File: config.mk
export PLATFORM = sky130hd
export DESIGN_NAME = fetch_dual
export DESIGN_NICKNAME = d
export VERILOG_FILES = /design/src/rtl/fetch_dual_pkg.sv /design/src/rtl/fetch_fifo.sv /design/src/rtl/fetch_dual.sv
export SDC_FILE = /design/constraint.sdc
export NUM_CORES = 1
export LEC_CHECK = 0
export ABC_CLOCK_PERIOD_IN_PS = 24300
export CAP_MARGIN = 40
export CELL_PAD_IN_SITES_DETAIL_PLACEMENT = 0
export CELL_PAD_IN_SITES_GLOBAL_PLACEMENT = 1
export CORE_MARGIN = 2
export CORE_UTILIZATION = 48
export DETAILED_ROUTE_END_ITERATION = 10
export PLACE_DENSITY = 0.82
export SLEW_MARGIN = 20
export SYNTH_ARGS = -nofsm -noshare
export SYNTH_HDL_FRONTEND = slang
export SYNTH_HIERARCHICAL = 1
export SYNTH_SLANG_ARGS = --single-unit
File: constraint.sdc
create_clock -name clk -period 24.3 [get_ports clk]
set_clock_uncertainty 0.15 [all_clocks]
set_input_delay 4.86 -clock clk [delete_from_list [all_inputs] [get_ports clk]]
set_output_delay 4.86 -clock clk [all_outputs]
set_load 0.05 [all_outputs]
File: src/rtl/fetch_dual_pkg.sv
// Shared types and constants for the dual-issue fetch stage.
// Queue entries carry one 64-bit bundle plus per-slot valid bits.
package fetch_dual_pkg;

  localparam logic [31:0] NOP_INSTR = 32'h0;
  localparam logic [1:0]  PCSRC_SEQ = 2'b00;
  localparam logic [1:0]  PCSRC_BR  = 2'b01;
  localparam logic [1:0]  PCSRC_JMP = 2'b10;

  typedef struct packed {
    logic [31:0] instr1;
    logic [31:0] instr0;
    logic [31:0] pc;
    logic        v1;
    logic        v0;
  } fetch_entry_t;

  // 2'b11 is reserved and behaves as sequential
  function automatic logic is_redirect(input logic [1:0] s);
    return (s == PCSRC_BR) || (s == PCSRC_JMP);
  endfunction

endpackage

File: src/rtl/fetch_fifo.sv
// Bundle queue between imem response and decode.
// Flush wins over push; push+pop is legal when full.
module fetch_fifo
  import fetch_dual_pkg::*;
#(
  parameter int DEPTH = 4,
  localparam int AW = $clog2(DEPTH)
) (
  input  logic         clk,
  input  logic         rst_n,
  input  logic         push,
  input  fetch_entry_t wdata,
  input  logic         pop,
  input  logic         flush,
  output fetch_entry_t head,
  output logic [AW:0]  count,
  output logic         empty
);

  fetch_entry_t  mem [DEPTH];
  logic [AW-1:0] wr_ptr;
  logic [AW-1:0] rd_ptr;
  logic          full;
  logic          do_push;
  logic          do_pop;

  assign empty   = (count == '0);
  assign full    = (count == (AW+1)'(DEPTH));
  assign do_pop  = pop && !empty;
  assign do_push = push && (!full || do_pop);
  assign head    = mem[rd_ptr];

  always_ff @(posedge clk) begin
    if (do_push && !flush) mem[wr_ptr] <= wdata;
  end

  always_ff @(posedge clk or negedge rst_n) begin
    if (!rst_n) begin
      wr_ptr <= '0;
      rd_ptr <= '0;
      count  <= '0;
    end else if (flush) begin
      wr_ptr <= '0;
      rd_ptr <= '0;
      count  <= '0;
    end else begin
      if (do_push) wr_ptr <= wr_ptr + AW'(1);
      if (do_pop)  rd_ptr <= rd_ptr + AW'(1);
      count <= count + (AW+1)'(do_push)
                     - (AW+1)'(do_pop);
    end
  end

endmodule

File: src/rtl/fetch_dual.sv
// Dual-issue fetch: PC, imem request, bundle queue, redirects.
// Decode sees the queue head combinationally, NOP when invalid.
module fetch_dual
  import fetch_dual_pkg::*;
#(
  parameter int          DEPTH    = 4,
  parameter logic [31:0] RESET_PC = 32'h0
) (
  input  logic        clk,
  input  logic        reset,
  output logic        imem_req_f,
  output logic [31:0] imem_addr_f,
  input  logic [63:0] imem_rdata_f,
  input  logic        stall_d,
  input  logic [1:0]  pcsrc_d_0,
  input  logic [1:0]  pcsrc_d_1,
  input  logic [31:0] pc_branch_d_0,
  input  logic [31:0] pc_branch_d_1,
  input  logic [31:0] pc_jump_d_0,
  input  logic [31:0] pc_jump_d_1,
  output logic [31:0] instr_d_0,
  output logic [31:0] instr_d_1,
  output logic [31:0] pc_plus_8_d_0,
  output logic [31:0] pc_plus_8_d_1,
  output logic        valid_d_0,
  output logic        valid_d_1
);

  localparam int AW = $clog2(DEPTH);

  logic [31:0]  fetch_pc;
  logic [31:0]  fly_pc;
  logic         fly;
  logic         fly_v0;
  logic         skip0;
  logic         take0;
  logic         take1;
  logic         redirect;
  logic         drop;
  logic [31:0]  target;
  logic [AW:0]  count;
  logic [AW:0]  used;
  logic         empty;
  fetch_entry_t head;
  fetch_entry_t wdata;

  assign take0 = !stall_d && valid_d_0
              && is_redirect(pcsrc_d_0);
  assign take1 = !stall_d && valid_d_1
              && !(valid_d_0 && is_redirect(pcsrc_d_0))
              && is_redirect(pcsrc_d_1);
  assign redirect = take0 || take1;

  always_comb begin
    target = pc_branch_d_0;
    unique case (1'b1)
      take0: target = (pcsrc_d_0 == PCSRC_BR)
                    ? pc_branch_d_0 : pc_jump_d_0;
      take1: target = (pcsrc_d_1 == PCSRC_BR)
                    ? pc_branch_d_1 : pc_jump_d_1;
      default: ;
    endcase
  end

  assign used        = count + (AW+1)'(fly);
  assign imem_req_f  = reset && !redirect
                    && (used < (AW+1)'(DEPTH));
  assign imem_addr_f = fetch_pc;

  // A response landing in a redirect cycle is wrong-path
  assign drop = redirect;

  assign wdata = '{
    instr1: imem_rdata_f[63:32],
    instr0: imem_rdata_f[31:0],
    pc:     fly_pc,
    v1:     1'b1,
    v0:     fly_v0
  };

  fetch_fifo #(.DEPTH(DEPTH)) u_fifo (
    .clk   (clk),
    .rst_n (reset),
    .push  (fly && !drop),
    .wdata (wdata),
    .pop   (!stall_d),
    .flush (redirect),
    .head  (head),
    .count (count),
    .empty (empty)
  );

  always_ff @(posedge clk or negedge reset) begin
    if (!reset) begin
      fetch_pc <= RESET_PC;
      fly_pc   <= '0;
      fly      <= 1'b0;
      fly_v0   <= 1'b0;
      skip0    <= 1'b0;
    end else begin
      fly <= imem_req_f;
      if (redirect) begin
        fetch_pc <= target & 32'hFFFF_FFF8;
        skip0    <= target[2];
      end else if (imem_req_f) begin
        fetch_pc <= fetch_pc + 32'd8;
        fly_pc   <= fetch_pc;
        fly_v0   <= !skip0;
        skip0    <= 1'b0;
      end
    end
  end

  assign valid_d_0 = !empty && head.v0;
  assign valid_d_1 = !empty && head.v1;

  assign instr_d_0 = valid_d_0 ? head.instr0 : NOP_INSTR;
  assign instr_d_1 = valid_d_1 ? head.instr1 : NOP_INSTR;
  assign pc_plus_8_d_0 = valid_d_0
                       ? head.pc + 32'd8 : '0;
  assign pc_plus_8_d_1 = valid_d_1
                       ? head.pc + 32'd12 : '0;

  a_no_overfill: assert property (
    @(posedge clk) disable iff (!reset)
    used <= (AW+1)'(DEPTH));

endmodule

[Word level (Yosys, flattened, before mapping)]
Memories as Yosys holds them, arrays and structs flattened.
Index checks and enable logic that the tools add are counted.
Widths: inputs -> output; s select.
Operators by class
  $add $sub $neg: 8
  magnitude comparators: 1
  eq/ne operators: 5
  muxes and demuxes: 18
  bitwise logic cells: 1
  reductions and logical operators: 29
Operators with widths (count)
  $mux 32: 8
  $add 32x4->32 const B: 3
  $pmux 32 s2: 1
  $logic_and 1x1->1: 13
  $mux 2: 4
  $add 3x1->3: 2
  $logic_not 1->1: 6
  $reduce_bool 2->1: 3
  $add 2x1->2 const B: 2
  $eq 2x1->1 const B: 2
  $eq 2x2->1 const B: 2
  $logic_or 1x1->1: 4
  $mux 1: 4
  $eq 3x3->1 const B: 1
  $logic_not 3->1: 1
  $lt 3x3->1 const B: 1
  $mux 3: 1
  $sub 3x1->3: 1
  $reduce_and 2->1: 1
  $logic_and 1x1->1 const B: 1
  $not 1->1: 1
Word-level totals
  register bits after elaboration: 74
  memory bits (writable): 388
  logic and storage cells: 71
  memories: 1
Memories
  u_fifo.mem: depth 4, width 97, read ports 1, clocked after memory_dff 0, wr ports 1, RTL line fetch_fifo.sv:20  | fetch_entry_t mem [DEPTH];

[Depth between registers and ports, before layout]
  depth after elaboration: 14
  depth in mapped cells: 15

[Modules after synthesis]
Netlist, hierarchy kept.
By module, submodules not included
  fetch_fifo: times used 1, cells an instance 556, area each 14543.9 um^2, sequential area each 11946.5 um^2
  fetch_dual: times used 1, cells an instance 706, area each 5711.7 um^2, sequential area each 1526.5 um^2

[Worst setup path before layout]
No wires, ideal clock.
  kind: input port to flip-flop
  from: input pcsrc_d_0[1]
  to: memory u_fifo/mem[0][0] (netlist bit), enable pin
  library setup time: 0.695 ns
  arrival: 13.278 ns
  slack: 10.177 ns
  stages: 8
  path buffers: 2
  path through: inv_1 ha_1 nor2b_1 o21ai_2 inv_1 clkbuf_1 clkbuf_1 nor3b_1
On the way
  longest elaborated chain between the ends: 13
  elaborated cells on any way between the ends: 15
Ends and longest elaborated chain
  start, declared: RTL line fetch_dual.sv:15  | input logic [1:0] pcsrc_d_0,
  $eq 2x1->1 / $eq 2x2->1 (equally long branches): RTL line fetch_dual_pkg.sv:20  | return (s == PCSRC_BR) || (s == PCSRC_JMP);
  $logic_or 1x1->1 (*): RTL line fetch_dual_pkg.sv:20
  $logic_and 1x1->1: RTL line fetch_dual.sv:50  | && !(valid_d_0 && is_redirect(pcsrc_d_0))
  $logic_not 1->1: RTL line fetch_dual.sv:50
  $logic_and 1x1->1: RTL line fetch_dual.sv:50
  $logic_and 1x1->1: RTL line fetch_dual.sv:51  | && is_redirect(pcsrc_d_1);
  $logic_or 1x1->1 (*): RTL line fetch_dual.sv:52  | assign redirect = take0 || take1;
  via drop: RTL line fetch_dual.sv:39  | logic drop;
  $logic_not 1->1 (*): RTL line fetch_fifo.sv:34, fetch_dual.sv:84
  $logic_and 1x1->1: RTL line fetch_dual.sv:84  | .push (fly && !drop),
  $logic_and 1x1->1: RTL line fetch_fifo.sv:30  | assign do_push = push && (!full || do_pop);
  $logic_and 1x1->1 (*): RTL line fetch_fifo.sv:34  | if (do_push && !flush) mem[wr_ptr] <= wdata;
  $mux 1 (*): RTL line fetch_fifo.sv:34
  $mux 1 (not written as such) (*): RTL line fetch_fifo.sv:34
  end, declared: RTL line fetch_fifo.sv:20
Mark *: on every way through the listed nets, which the timed path passes. The rest lies on a longest branch.

[Worst setup path in the final report]
  from: input pcsrc_d_0[1]
  to: output imem_req_f
On the way
  longest elaborated chain between the ends: 10
  elaborated cells on any way between the ends: 12
Ends and longest elaborated chain
  $eq 2x1->1 / $eq 2x2->1 (equally long branches): RTL line fetch_dual_pkg.sv:20
  $logic_or 1x1->1 (*): RTL line fetch_dual_pkg.sv:20
  $logic_and 1x1->1: RTL line fetch_dual.sv:50
  $logic_not 1->1: RTL line fetch_dual.sv:50
  $logic_and 1x1->1: RTL line fetch_dual.sv:50
  $logic_and 1x1->1: RTL line fetch_dual.sv:51
  $logic_or 1x1->1 (*): RTL line fetch_dual.sv:52
  $logic_not 1->1 (*): RTL line fetch_dual.sv:66  | assign imem_req_f = reset && !redirect
  $logic_and 1x1->1 (*): RTL line fetch_dual.sv:66
  $logic_and 1x1->1 (*): RTL line fetch_dual.sv:67  | && (used < (AW+1)'(DEPTH));
  end, declared: RTL line fetch_dual.sv:11  | output logic imem_req_f,
Mark *: on every way between the ends. The rest lies on a longest branch, timed or not.

==> impl_metrics.tcl <==
set metrics [dict create \
    run_status "finished, final reports clean" \
    synthFlopType "edfxtp_1" \
    totalWireLength_um 49400 \
    finalHoldViolations 0 \
    period_share_pct 50.1 \
    final_area_um2 26200 \
    cts_buffers 47 \
    ys.warnings.count 6 \
    fmax_mhz 82.2 \
    grt_pass1_wl_um 75700 \
    post_drt_wl_per_cell_um 22.3 \
    p_leak_uw 0.00881 \
    worstPathRequired_ps 19290 \
    nets 1846 \
    avgSynthCellArea_um2 16.1 \
    num_io_pins 362 \
    switching_power_uw 1440 \
    hp-class "reg -> reg" \
    antenna_found_initial 0 \
    cts.reportedPaths.clkPinSlew_ps 60 \
    synth-adder-area-share_pct 0.778 \
    portBuffers 350 \
    num_rows 75 \
    firstDrtPassIters 5 \
    drive_gt1_share_pct 14.8 \
    synth.distinct_cells 61 \
    grt_overflow 0 \
    synth-compound-area-share_pct 5.25 \
    netlist.area_leader.share_pct 58.1 \
    fp.dieW_um 209 \
    core_um2 41800 \
    synthToLayoutAreaGrowth_pct 29.1 \
    worst_ir_drop_vdd_mv 0.0758 \
    drtIter0Drc 789 \
    setup-violations-final 0 \
    grt_use_total_pct 22.6 \
    worstPathMaxFanout 19 \
    initial_utilization_pct 48.5 \
    async_flop_share_pct 14.8 \
    grtUsageMet2_pct 38.0 \
    use_met3_pct 4.47 \
    cp-start-kind "input pin" \
    num_vias 12600 \
    synth.cell_area_um2 20300 \
    synth.area.top_cells "edfxtp_1 58%, mux4_2 11%, dfrtp_1 8.4%, mux2i_1 3.1%, and2_1 2.4%" \
    drv_cap 0 \
    cts_max_level 2 \
    grt_pass1_vias 12900 \
    yosys.area_share.simple_pct 8.08 \
    grt.busiest_layer "met2" \
    fp.dieH_um 209 \
    yosys.area_share.xor_xnor_pct 1.82 \
    cts_resized 0 \
    insertion_delay_ps 560 \
    clock_sinks 460 \
    slew_headroom_pct 45.3 \
    hold_buffers 0 \
    worstPathArrival_ps 7160 \
    synth.mux.area_fraction_pct 15.5 \
    antenna_left 0 \
    dieArea_um2 43900 \
    powerDensity_nw_per_um2 133 \
    place_area_um2 24500 \
    vias_per_cell 5.68 \
    tightest_slew_ps 814 \
    clk_path_buf_depth 3 \
    synth_top_family_by_area "multiplexers" \
    ctsRootBufferMaster "clkbuf_16" \
    swShare_pct 41.3 \
    setup_tns_ps 0 \
    synth_area_leader_cell "edfxtp_1" \
    cts_tree "yes" \
    fin_crit_ps 12170 \
    crit_type "in -> out" \
    intPower_uw 2040 \
    synth_cells 1262 \
    endpoint_kind "output pin" \
    use_met1_pct 30.2 \
    hpwl_um 33400 \
    cts_setup_buffers 0 \
    ys_ff_latch 460 \
    synth_seq_area_share_pct 66.5 \
    drc 0 \
    pwr-share-seq_pct 32.2 \
    final_max_slew_viol_count 0 \
    yosys.cell_count.top_type "edfxtp_1" \
    combPwrFrac_pct 46.6 \
    place_congestion 0.822 \
    clkPwrFrac_pct 21.2 \
    ys_top_cells_by_count "392 x edfxtp_1, 98 x mux4_2, 77 x and2_1" \
    rsz0062_at_grt "false" \
    synth-edff-count 392 \
    grt_max_degree 50 \
]
==> final cells by class <==
type                    instances  area [um2]
well taps                     539         674
repair buffers                381        3860
diodes                          2        5.00
multi-input cells             725        6460
fillers                      3066       15600
flip-flops and latches        460       13500
clock buffers                  59        1260
inverters                      20        75.1
clock inverters                29         340
==> power groups by stage <==
stage	Clock, uW	Sequential (uW)	Combinational, uW
final	739	1120	1620
after floorplan	0	1140	1080
after CTS	755	1120	1640
after global routing	785	1140	1710
after detailed placement	0	1140	1630
after global placement	0	1130	1610
==> worst max-delay path: stages <==
cell and delay [ps]:
clkdlybuf4s50_1 450, inv_1 50, ha_2 320, nor2b_1 80
o21ai_2 130, buf_4 250, nand2_1 100, inv_1 90
clkdlybuf4s50_1 820
==> per-stage QoR <==
step | instances | total power, uW | util [%] | hold WS, ps | setup WS [ps]
floorplan | 1279 | 2220 | - | 289 | 10180
global placement | 2111 | 2730 | 58.2 | 333 | 11650
detailed placement | 2123 | 2770 | 58.8 | 348 | 12070
CTS | 2211 | 3510 | 62.6 | 370 | 12060
global route | 2213 | 3630 | 62.6 | 393 | 11920
finish | 2215 | 3480 | 62.6 | 367 | 12130
==> cells in the final DEF, fill, tap and decap left out, drive strengths merged, types with 34 or more instances in the layout <==
master         count
a21oi             51
and2              77
clkbuf            60
clkdlybuf4s50    349
dfrtp             68
edfxtp           392
mux2i             62
mux4              98
nand2             34
nor2              64
o21ai             41
==> worst paths after layout <==
check                                      start           endpoint  slack (ps)  depth (start not counted)
worst min-delay path                  fly_pc[18]  u_fifo/mem[1][20]         370                          0
worst min register to register        fly_pc[18]  u_fifo/mem[1][20]         370                          0
worst max-delay path                pcsrc_d_0[1]         imem_req_f       12130                          9
max in group asynchronous                  reset   u_fifo/rd_ptr[0]       19320                          3
worst max register to register  u_fifo/rd_ptr[0]  u_fifo/mem[1][38]       18900                         11
min in group asynchronous                  reset              skip0        4140                          2
==> cells by family after synthesis <==
family	count (synthesis)
compound gates	164
mux	187
other cells	2
xor+xnor	42
fa+ha+maj	12
simple gates	301
buf+inv	94
flops	460
==> metal layers <==
layer  part of all wire (%)  up-vias
met1                     41     6302
li1                       -     5688
met3                    7.1       76
met4                    2.3        0
met2                     49      510
met5                      0        -
==> registers in the layout (all words and copies together) (netlist names) <==
register and flops:
fly 1, fly_pc 29, fly_v0 1, imem_addr_f 29, skip0 1, u_fifo/count 3
u_fifo/mem 392, u_fifo/rd_ptr 2, u_fifo/wr_ptr 2
Note: power is estimated with default switching activity, not from simulation.
